--- src/rtl/reg_file_sequencer.sv ---
// Multicycle sequencer driving a 4x8 register bank: IDLE -> DECODE -> EXEC -> WB.
// Latency: 4 cycles per writing instruction, 3 for NOP/illegal; instr_ready only in IDLE.
module reg_file_sequencer #(
    parameter int DATA_W = 8,
    parameter int ADDR_W = 2
) (
    input  logic              clk,
    input  logic              reset,
    input  logic [15:0]       instr,
    input  logic              instr_valid,
    output logic              instr_ready,
    output logic [ADDR_W-1:0] sr1,
    output logic [ADDR_W-1:0] sr2,
    input  logic [DATA_W-1:0] rd_data1,
    input  logic [DATA_W-1:0] rd_data2,
    output logic [ADDR_W-1:0] dr,
    output logic              write,
    output logic [DATA_W-1:0] wr_data,
    output logic              done,
    output logic              err,
    output logic              flag_z,
    output logic              flag_c
);

    typedef enum logic [1:0] {
        S_IDLE,
        S_DECODE,
        S_EXEC,
        S_WB
    } state_t;

    localparam logic [3:0] OP_NOP = 4'd0;
    localparam logic [3:0] OP_ADD = 4'd1;
    localparam logic [3:0] OP_SUB = 4'd2;
    localparam logic [3:0] OP_AND = 4'd3;
    localparam logic [3:0] OP_OR  = 4'd4;
    localparam logic [3:0] OP_XOR = 4'd5;
    localparam logic [3:0] OP_MOV = 4'd6;
    localparam logic [3:0] OP_LDI = 4'd7;

    state_t            state;
    state_t            state_nx;
    logic [15:0]       ir;
    logic [3:0]        opcode;
    logic [DATA_W-1:0] imm;
    logic [DATA_W:0]   sum;
    logic [DATA_W-1:0] alu_res;
    logic              alu_c;
    logic              alu_flags;
    logic              legal;
    logic              capture;

    assign opcode = ir[15:12];
    assign imm    = DATA_W'(ir[7:0]);
    assign sum    = {1'b0, rd_data1} + {1'b0, rd_data2};

    always_comb begin
        alu_res   = '0;
        alu_c     = flag_c;
        alu_flags = 1'b0;
        legal     = 1'b1;
        case (opcode)
            OP_NOP: ;
            OP_ADD: begin
                alu_res   = sum[DATA_W-1:0];
                alu_c     = sum[DATA_W];
                alu_flags = 1'b1;
            end
            OP_SUB: begin
                alu_res   = rd_data1 - rd_data2;
                alu_c     = (rd_data1 < rd_data2);
                alu_flags = 1'b1;
            end
            OP_AND: begin
                alu_res   = rd_data1 & rd_data2;
                alu_c     = 1'b0;
                alu_flags = 1'b1;
            end
            OP_OR: begin
                alu_res   = rd_data1 | rd_data2;
                alu_c     = 1'b0;
                alu_flags = 1'b1;
            end
            OP_XOR: begin
                alu_res   = rd_data1 ^ rd_data2;
                alu_c     = 1'b0;
                alu_flags = 1'b1;
            end
            OP_MOV: alu_res = rd_data1;
            OP_LDI: alu_res = imm;
            default: legal = 1'b0;
        endcase
    end

    // Strobes are decoded from state so an asynchronous reset drops them immediately.
    always_comb begin
        state_nx    = state;
        instr_ready = 1'b0;
        write       = 1'b0;
        done        = 1'b0;
        err         = 1'b0;
        capture     = 1'b0;
        case (state)
            S_IDLE: begin
                instr_ready = 1'b1;
                if (instr_valid) begin
                    capture  = 1'b1;
                    state_nx = S_DECODE;
                end
            end
            S_DECODE: state_nx = S_EXEC;
            S_EXEC: begin
                if (!legal) begin
                    err      = 1'b1;
                    state_nx = S_IDLE;
                end else if (opcode == OP_NOP) begin
                    done     = 1'b1;
                    state_nx = S_IDLE;
                end else begin
                    state_nx = S_WB;
                end
            end
            S_WB: begin
                write    = 1'b1;
                done     = 1'b1;
                state_nx = S_IDLE;
            end
            default: state_nx = S_IDLE;
        endcase
    end

    always_ff @(posedge clk or negedge reset) begin
        if (!reset) begin
            state   <= S_IDLE;
            ir      <= '0;
            sr1     <= '0;
            sr2     <= '0;
            dr      <= '0;
            wr_data <= '0;
            flag_z  <= 1'b0;
            flag_c  <= 1'b0;
        end else begin
            state <= state_nx;
            if (capture) begin
                ir  <= instr;
                dr  <= ADDR_W'(instr[11:10]);
                sr1 <= ADDR_W'(instr[9:8]);
                sr2 <= ADDR_W'(instr[7:6]);
            end
            if (state == S_EXEC && legal && opcode != OP_NOP) begin
                wr_data <= alu_res;
                if (alu_flags) begin
                    flag_z <= (alu_res == '0);
                    flag_c <= alu_c;
                end
            end
        end
    end

endmodule
--- config.mk ---
export PLATFORM = sky130hd
export DESIGN_NAME = reg_file_sequencer
export DESIGN_NICKNAME = d
export VERILOG_FILES = /design/src/rtl/reg_file_sequencer.sv
export SDC_FILE = /design/constraint.sdc
export NUM_CORES = 1
export LEC_CHECK = 0
export ABC_AREA = 1
export CAP_MARGIN = 30
export CORE_MARGIN = 5
export CORE_UTILIZATION = 57
export CTS_BUF_LIST = sky130_fd_sc_hd__clkbuf_2
export DETAILED_ROUTE_END_ITERATION = 10
export PLACE_DENSITY = 0.89
export RECOVER_POWER = 100
export SYNTH_ARGS = -nofsm -noshare
export SYNTH_HDL_FRONTEND = slang
export SYNTH_SLANG_ARGS = --single-unit
--- constraint.sdc ---
create_clock -name clk -period 2.2 [get_ports clk]
set_clock_uncertainty 0.05 [all_clocks]
set_input_delay 0.66 -clock clk [delete_from_list [all_inputs] [get_ports clk]]
set_output_delay 0.66 -clock clk [all_outputs]
set_load 0.05 [all_outputs]
; ---- Yosys cells after proc, flatten, opt, wreduce, memory -nomap -nowiden
; Cells that the tools add are included.
[totals]
register_bits = 34
latchBits = 0
ramBits = 0
rom_bits = 0
out_inout_bits = 20
word_cells = 54
n_memories = 0
[op_classes]
addsub = 2
multipliers = 0
div = 0
magnitude_cmp = 1
n_eq_ne = 11
shift = 0
mux = 17
bitwise = 3
reduce_logical = 12
[ops]
columns = operator, count
row1 = $pmux 8 s7, 1
row2 = $eq 4x3->1 const B, 4
row3 = $mux 1, 10
row4 = $add 8x8->9, 1
row5 = $and 8x8->8, 1
row6 = $eq 4x2->1 const B, 2
row7 = $logic_not 8->1, 1
row8 = $lt 8x8->1, 1
row9 = $or 8x8->8, 1
row10 = $pmux 2 s4, 1
row11 = $reduce_or 8->1, 1
row12 = $sub 8x8->8, 1
row13 = $xor 8x8->8, 1
row14 = $mux 2, 3
row15 = $reduce_or 5->1, 1
row16 = $eq 2x2->1 const B, 2
row17 = $eq 4x1->1 const B, 1
row18 = $logic_not 4->1, 1
row19 = $reduce_bool 4->1, 1
row20 = $pmux 1 s3, 1
row21 = $reduce_and 3->1, 1
row22 = $reduce_bool 3->1, 1
row23 = $reduce_or 3->1, 1
row24 = $eq 2x1->1 const B, 1
row25 = 5 further kinds, 6

; ---- Longest topological paths before layout
; Gate-level depths: netlist (run 1).
[depth]
ltp_word = 6
ltp_mapped = 16
ltp_nobuf = 16

; ---- Worst setup path after synthesis (run 1)
; No wires, ideal clock.
[synth_path]
kind = reg2out
start = register ir[13]
end = output port done
arrival_time_ps = 1960
required_ps = 1490
setup_slack_ps = -470
stages_incl_launch_ff = 4
cell_sequence = dfrtp_1 > nor2_1 > inv_1 > o31ai_1
[synth_between]
elab_chain_cells = 5
elab_cells_between_ends = 13
classes_between = eq/ne (7) / mux (4) / reduce/logical (2)
[synth_lines]
columns = item, line
row1 = "start, declared", 43  ; logic [15:0] ir;
row2 = "start signal, assigned", 145  ; ir <= instr;
row3 = $eq 4x3->1 (tied with other cells), 62  ; case (opcode)
row4 = $reduce_or 8->1 (no line), --
row5 = $mux 1, 62
row6 = $mux 1 (*), 113  ; if (!legal) begin
row7 = $pmux 1 s2 (*), 103  ; case (state)
row8 = "end, declared", 19  ; output logic done,
; Mark *: on every way between the ends. The rest lies on a longest branch, timed or not.

; ---- Worst setup path in the final report (run 1)
[layout_path]
start = register ir[12]
end = output port done
; The elaborated chain is that of the path after synthesis.

==> results.yml, run 1 <==
synth:
  syn_inst: 369
  ys_seq_area_share_pct: 28.1
  synth_common_cells: "nand2_1, inv_1, nor2_1"
  synth.distinct_cells: 27
  synthFlopType: "dfrtp_1"
  yosys-top-cells-area: "dfrtp_1, nand2_1, ha_1, nand3_1, inv_1"
  yosysWarningCount: 0
  yosysMostFrequentCell: "nand2_1"
  synth.avg_cell_area_sq_um: 6.76
  async_flop_share_pct: 100
  synth-edff-count: 0
  synth_top_area_share_pct: 28.1
  syn-num-nets: 430
  syn_area_sq_mm: 0.00249
  netlist.top_cell.by_area: "dfrtp_1"
  synth-seq-cells: 28
power:
  power_frac_clock_pct: 8.3
  swShare_pct: 53.3
  ir_drop_uv: 1080
  p_int_mw: 1.78
  seq_power_share_pct: 24.7
  p_switching_mw: 2.03
  comb_power_share_pct: 67.0
  powerDensity_mw_per_mm2: 1060
  leakagePower_nw: 1.91
floorplanning:
  fp.dieArea_sq_mm: 0.00580
  die_h_um: 76.2
  start_util_pct: 58.1
  ios: 55
  rows: 24
  placeableCoreArea_sq_mm: 0.00429
  die_x_um: 76.2
setup_path:
  worstSetupEndpointType: "output port"
  cp.required_ns: 1.49
  cp-start-kind: "register"
  crit_fanout: 3
  worstPathArrival_ns: 1.55
  r2r_cells: 7
  timing.setup.critical_path_class: "reg -> out"
clocking:
  h-tree-depth: 1
  cts_root_buf: "clkbuf_2"
  cts_tree: "yes"
  clk_pin_slew_ns: 0.28
  cts_hold_buf: 0
  clock_latency_ns: 0.38
  clockBufferDepth: 2
  cts_made_buffers: 3
  clock_sinks: 28
final_layout:
  nNetsFinal: 537
  drive_gt1_share_pct: 28.0
  multi_input_area_sq_mm: 0.00163
  nFillCells: 269
  fin_area_sq_mm: 0.00358
  area_growth_pct: 43.5
  seq_area_sq_um: 701
  antennaDiodeCount: 0
global_routing:
  globalRoute.busiestLayer: "met2"
  grt_use_total_pct: 26.7
  grt_pass1_wl_um: 12900
  met3_usage_pct: 5.20
  use_met2_pct: 48.2
  grt_use_met1_pct: 29.3
  first_global_vias: 2999
  grt_max_degree: 29
  gr-total-overflow: 0
  antenna_found_initial: 0
timing:
  worstMarginPinSlew_ns: 0.705
  setup_viol: 3
  worst_slack_ns: -0.0577
  period_share_pct: 103
  finalHoldViolCount: 0
  drv_slew: 0
  rsz0062_at_grt: "true"
  slew-limit-headroom_pct: 53.0
  whs_ns: 0.475
  max_freq_mhz: 443
  period_needed_ns: 2.26
  tns_ns: -0.129
routing:
  drt_first_pass_iters: 7
  wl_um: 8950
  drt-initial-drc-count: 422
  wl_per_cell_um: 17.0
  vias_per_cell: 5.79
  antenna_left: 0
  dr_total_vias: 3049
  drcViolationCount: 0
placed_design:
  dpl.hpwl_um: 6040
  gp_congestion: 0.895
  io_buffers: 54
  placed_area_sq_mm: 0.00337
worst_hold_path:
  hold_class: "reg -> reg"
  whs_path_depth: 2
flow_run:
  maxCapViolCount: 0
status:
  outcome: "complete, but fails checks"
  violations: "negative setup slack"
[power groups by stage]
stage	registers (mW)	logic [mW]	clock network [mW]
5_1_grt	0.965	2.69	0.345
2_1_floorplan	1.19	1.31	0
3_5_place_dp	0.948	2.30	0
4_1_cts	0.919	2.43	0.320
3_3_place_gp	0.929	2.25	0
6_report	0.943	2.55	0.317
[sequential cells by signal, indices dropped and copies added (netlist names)]
signal   cells
ir          13
wr_data      8
state        2
dr           1
flag_c       1
flag_z       1
sr1          1
sr2          1
[placed cells by master (no fill, tap or decap), types with 2 or more instances in the layout]
| cell type | count |
|---|---|
| o21ai_0 | 6 |
| dlygate4sd3_1 | 2 |
| clkdlybuf4s15_1 | 2 |
| nand3_1 | 36 |
| o211ai_1 | 3 |
| ha_1 | 16 |
| nor2_2 | 10 |
| ha_2 | 5 |
| nor2_1 | 39 |
| mux2_2 | 11 |
| buf_12 | 2 |
| nand3b_1 | 2 |
| clkdlybuf4s50_1 | 27 |
| o22ai_1 | 3 |
| nand4_1 | 3 |
| nand2_4 | 2 |
| clkbuf_2 | 17 |
| a21oi_2 | 3 |
| ha_4 | 3 |
| inv_1 | 41 |
| dfrtp_1 | 28 |
| nand2_1 | 100 |
| dlymetal6s2s_1 | 3 |
| inv_2 | 11 |
| a31oi_1 | 3 |
| buf_4 | 61 |
| clkbuf_1 | 4 |
| o21ai_1 | 5 |
| a21oi_1 | 13 |
[cells by family after synthesis]
family          count (synthesis)  share of synthesized area (%)
mux                            12                           5.42
fa+ha+maj                      26                           13.6
compound gates                 39                           8.63
buf+inv                        67                           11.4
simple gates                  197                           32.8
flops                          28                           28.1
[stage by stage]
stage | power, mW | std cells | utilization [%] | setup WS (ns)
2_1_floorplan | 2.50 | 369 | - | 0.0841
3_3_place_gp | 3.17 | 509 | 78.4 | -0.593
3_5_place_dp | 3.25 | 509 | 78.4 | -0.633
4_1_cts | 3.66 | 518 | 81.8 | -0.00659
5_1_grt | 4.00 | 527 | 83.4 | -0.132
6_report | 3.81 | 527 | 83.4 | -0.0577
[what timing repair did]
item / 4_1_cts / 5_1_grt
endpoints found under the setup margin: 9 / 10
hold endpoints to repair: 0 / 0
setup buffers: 5 / 9
resized for setup: 23 / 25
pin swaps: 5 / 8
[routing by layer]
| layer | wire (um) | up-vias | share of wire (%) |
|---|---|---|---|
| met4 | 372 | 0 | 4.2 |
| met3 | 799 | 48 | 8.9 |
| met1 | 3280 | 1401 | 37 |
| li1 | - | 1381 | - |
| met5 | 0 | - | 0 |
| met2 | 4490 | 219 | 50 |
[final timing paths]
| path | slack [ns] | endpoint | from |
|---|---|---|---|
| hold reg to reg | 0.48 | wr_data[6]$_DFFE_PN0P_ | wr_data[6]$_DFFE_PN0P_ |
| min in group asynchronous | 0.77 | ir[3]$_DFFE_PN0P_ | reset |
| max in group asynchronous | 0.89 | state[1]$_DFFE_PN0P_ | reset |
| hold / removal | 0.48 | wr_data[6]$_DFFE_PN0P_ | wr_data[6]$_DFFE_PN0P_ |
| setup reg to reg | 0.03 | wr_data[4]$_DFFE_PN0P_ | ir[14]$_DFFE_PN0P_ |
| setup / recovery | -0.06 | done | ir[12]$_DFFE_PN0P_ |
[critical path: stages (launching register included)]
cell,delay [ns]
dfrtp_1,0.50
nor2_2,0.20
inv_2,0.08
o31ai_4,0.22
buf_12,0.17
[final cells by class]
type	instances	area share [%]
Multi-Input combinational cell	274	45.6
Timing Repair Buffer	116	26.2
Sequential cell	28	19.6
Inverter	53	5.56
Tap cell	52	1.82
Clock inverter	1	0.839
Clock buffer	3	0.419
Note: power is estimated with default switching activity, not from simulation.
==> run 2, diff against run 1 <==
- CORE_UTILIZATION: 57 -> 48
- PLACE_DENSITY: 0.89 -> 0.79
- clock period: 2.2 -> 2 ns (I/O delays scaled with it)
==> run 2 against run 1 <==
  * The run still ends with negative setup slack left
  * Wire length down 5.9%
  * Non-clock buffer count increased by 9
  * Sequential share of layout area decreased by 1.6 points
  * First-iteration DRC count fell by 63%
  * Design area rose by 8.9%
  * Via count is 4.6% lower
  * Die area up 16%
  * Register-to-register slack better by 0.02 ns
  * Sequential power up 7%
  * Power rose by 17%
  * Cell count is 5.1% higher
==> results.yml, run 2 (same netlist as run 1, synthesis figures left out) <==
setup_path:
  slowest_delay_ns: 0.47
  worstPathArrival_ns: 1.51
  timing.setup.critical_path_class: "reg -> out"
  worstSetupEndpointType: "output port"
  path_cells: "nor2_2 -> inv_2 -> o31ai_4 -> buf_12"
  cp.required_ns: 1.35
  crit_fanout: 2
  cp-start-kind: "register"
  crit_path_top_delay_cell: "dfrtp_1"
final_layout:
  layout_commonest_cell: "nand2_1"
  layoutNonFillerInstCount: 554
  top_register: "ir"
  layout_common_cells: "nand2_1, buf_4, nor2_1"
  drive_gt1_share_pct: 38.0
  largest_reg_flops: 13
  nNetsFinal: 546
  reg_top3: "ir x13, wr_data x8, state x2"
  antennaDiodeCount: 0
  area_growth_pct: 56.4
clocking:
  clockBufferDepth: 2
  cts_made_buffers: 3
  clock_sinks: 28
  h-tree-depth: 1
  clk_pin_slew_ns: 0.28
  clock_latency_ns: 0.38
  cts_tree: "yes"
  cts_root_buf: "clkbuf_2"
global_routing:
  antenna_found_initial: 0
  grt_max_degree: 29
  first_global_vias: 2784
  grt_pass1_wl_um: 13100
  grt_use_met1_pct: 31.9
  use_met2_pct: 44.7
  met3_usage_pct: 4.34
  globalRoute.busiestLayer: "met2"
  gr-total-overflow: 0
  grt_use_total_pct: 25.3
placed_design:
  io_buffers: 54
  dpl.cell_count: 535
  dpl.hpwl_um: 6280
  gp_congestion: 0.905
floorplanning:
  rows: 26
  die_x_um: 82.1
  fp.dieArea_sq_mm: 0.00674
  die_h_um: 82.1
  start_util_pct: 49.2
  ios: 55
  placeableCoreArea_sq_mm: 0.00507
routing:
  drt-initial-drc-count: 157
  wl_um: 8420
  dr_total_vias: 2910
  drcViolationCount: 0
  wl_per_cell_um: 15.2
  drt_first_pass_iters: 5
  vias_per_cell: 5.25
  antenna_left: 0
timing:
  period_needed_ns: 2.16
  tns_ns: -0.252
  max_freq_mhz: 463
  setup_viol: 3
  period_share_pct: 108
  worstMarginPinSlew_ns: 0.703
  rsz0062_at_grt: "true"
  worst_slack_ns: -0.162
  drv_slew: 0
  slew-limit-headroom_pct: 53.1
  finalHoldViolCount: 0
power:
  powerDensity_mw_per_mm2: 1140
  leakagePower_nw: 2.05
  ir_drop_uv: 1420
  power_mw: 4.46
flow_run:
  maxCapViolCount: 0
status:
  violations: "negative setup slack"
  outcome: "complete, but fails checks"
worst_hold_path:
  hold_class: "reg -> reg"
[run 2: changes by cell type in the layout (fill, tap and decap cells not counted), moves of 8 or more]
cell / delta
buf_4: +21
clkbuf_2: -11
clkdlybuf4s50_1: -8
inv_1: -11
inv_2: +9
[run 2: cell type report]
cell class / count / area [sq um]
clock buffers: 3 / 15.0
clock inverters: 1 / 30.0
fillers: 418 / 1170
inverters: 53 / 214
multi-input cells: 274 / 1770
flip-flops and latches: 28 / 702
well taps: 70 / 87.6
repair buffers: 125 / 1090
[run 2: layer usage]
metal / up-vias / routed length, um
met1: 1358 / 3470
met3: 30 / 509
met4: 0 / 273
li1: 1395 / -
met5: - / 0
met2: 127 / 4170
[run 2: stage by stage]
step | setup slack [ns] | instance area (sq um) | hold WS (ns) | utilization (%)
after global routing | -0.220 | 3900 | 0.518 | 76.9
after global placement | -0.757 | 3530 | 0.424 | 69.5
final | -0.162 | 3900 | 0.491 | 76.9
after detailed placement | -0.782 | 3530 | 0.437 | 69.5
after floorplan | -0.0201 | 2550 | 0.254 | -
after CTS | -0.0830 | 3810 | 0.495 | 75.1
[run 2: power breakdown]
group	internal (mW)	total [mW]	leakage [nW]	switching, mW
Sequential	0.835	1.01	0.330	0.179
Clock	0.172	0.355	0.0266	0.184
Combinational	1.21	3.09	1.69	1.89
[run 2: worst max-delay path, delay by kind of cell, from the launching register on]
| kind | cells | cell delay, ns |
|---|---|---|
| AOI/OAI and AO/OA | 1 | 0.25 |
| DFF | 1 | 0.47 |
| buffers and inverters | 2 | 0.25 |
| and+or+nand+nor | 1 | 0.16 |
[run 2: final timing paths]
check / startpoint / to / slack [ns] / cells past startpoint
worst max-delay path: ir[13]$_DFFE_PN0P_ / done / -0.16 / 4
worst min-delay path: wr_data[3]$_DFFE_PN0P_ / wr_data[3]$_DFFE_PN0P_ / 0.49 / 2
worst max register to register: ir[12]$_DFFE_PN0P_ / flag_z$_DFFE_PN0P_ / 0.05 / 11
worst min register to register: wr_data[3]$_DFFE_PN0P_ / wr_data[3]$_DFFE_PN0P_ / 0.49 / 2
max in group asynchronous: reset / state[1]$_DFFE_PN0P_ / 0.75 / 2
min in group asynchronous: reset / state[0]$_DFFE_PN0P_ / 0.68 / 2
[run 2: timing repair]
action,4_1_cts,5_1_grt
setup endpoints to repair,11,11
pin swaps,16,20
setup buffers,14,1
gates resized for setup,52,41
hold buffers,0,0
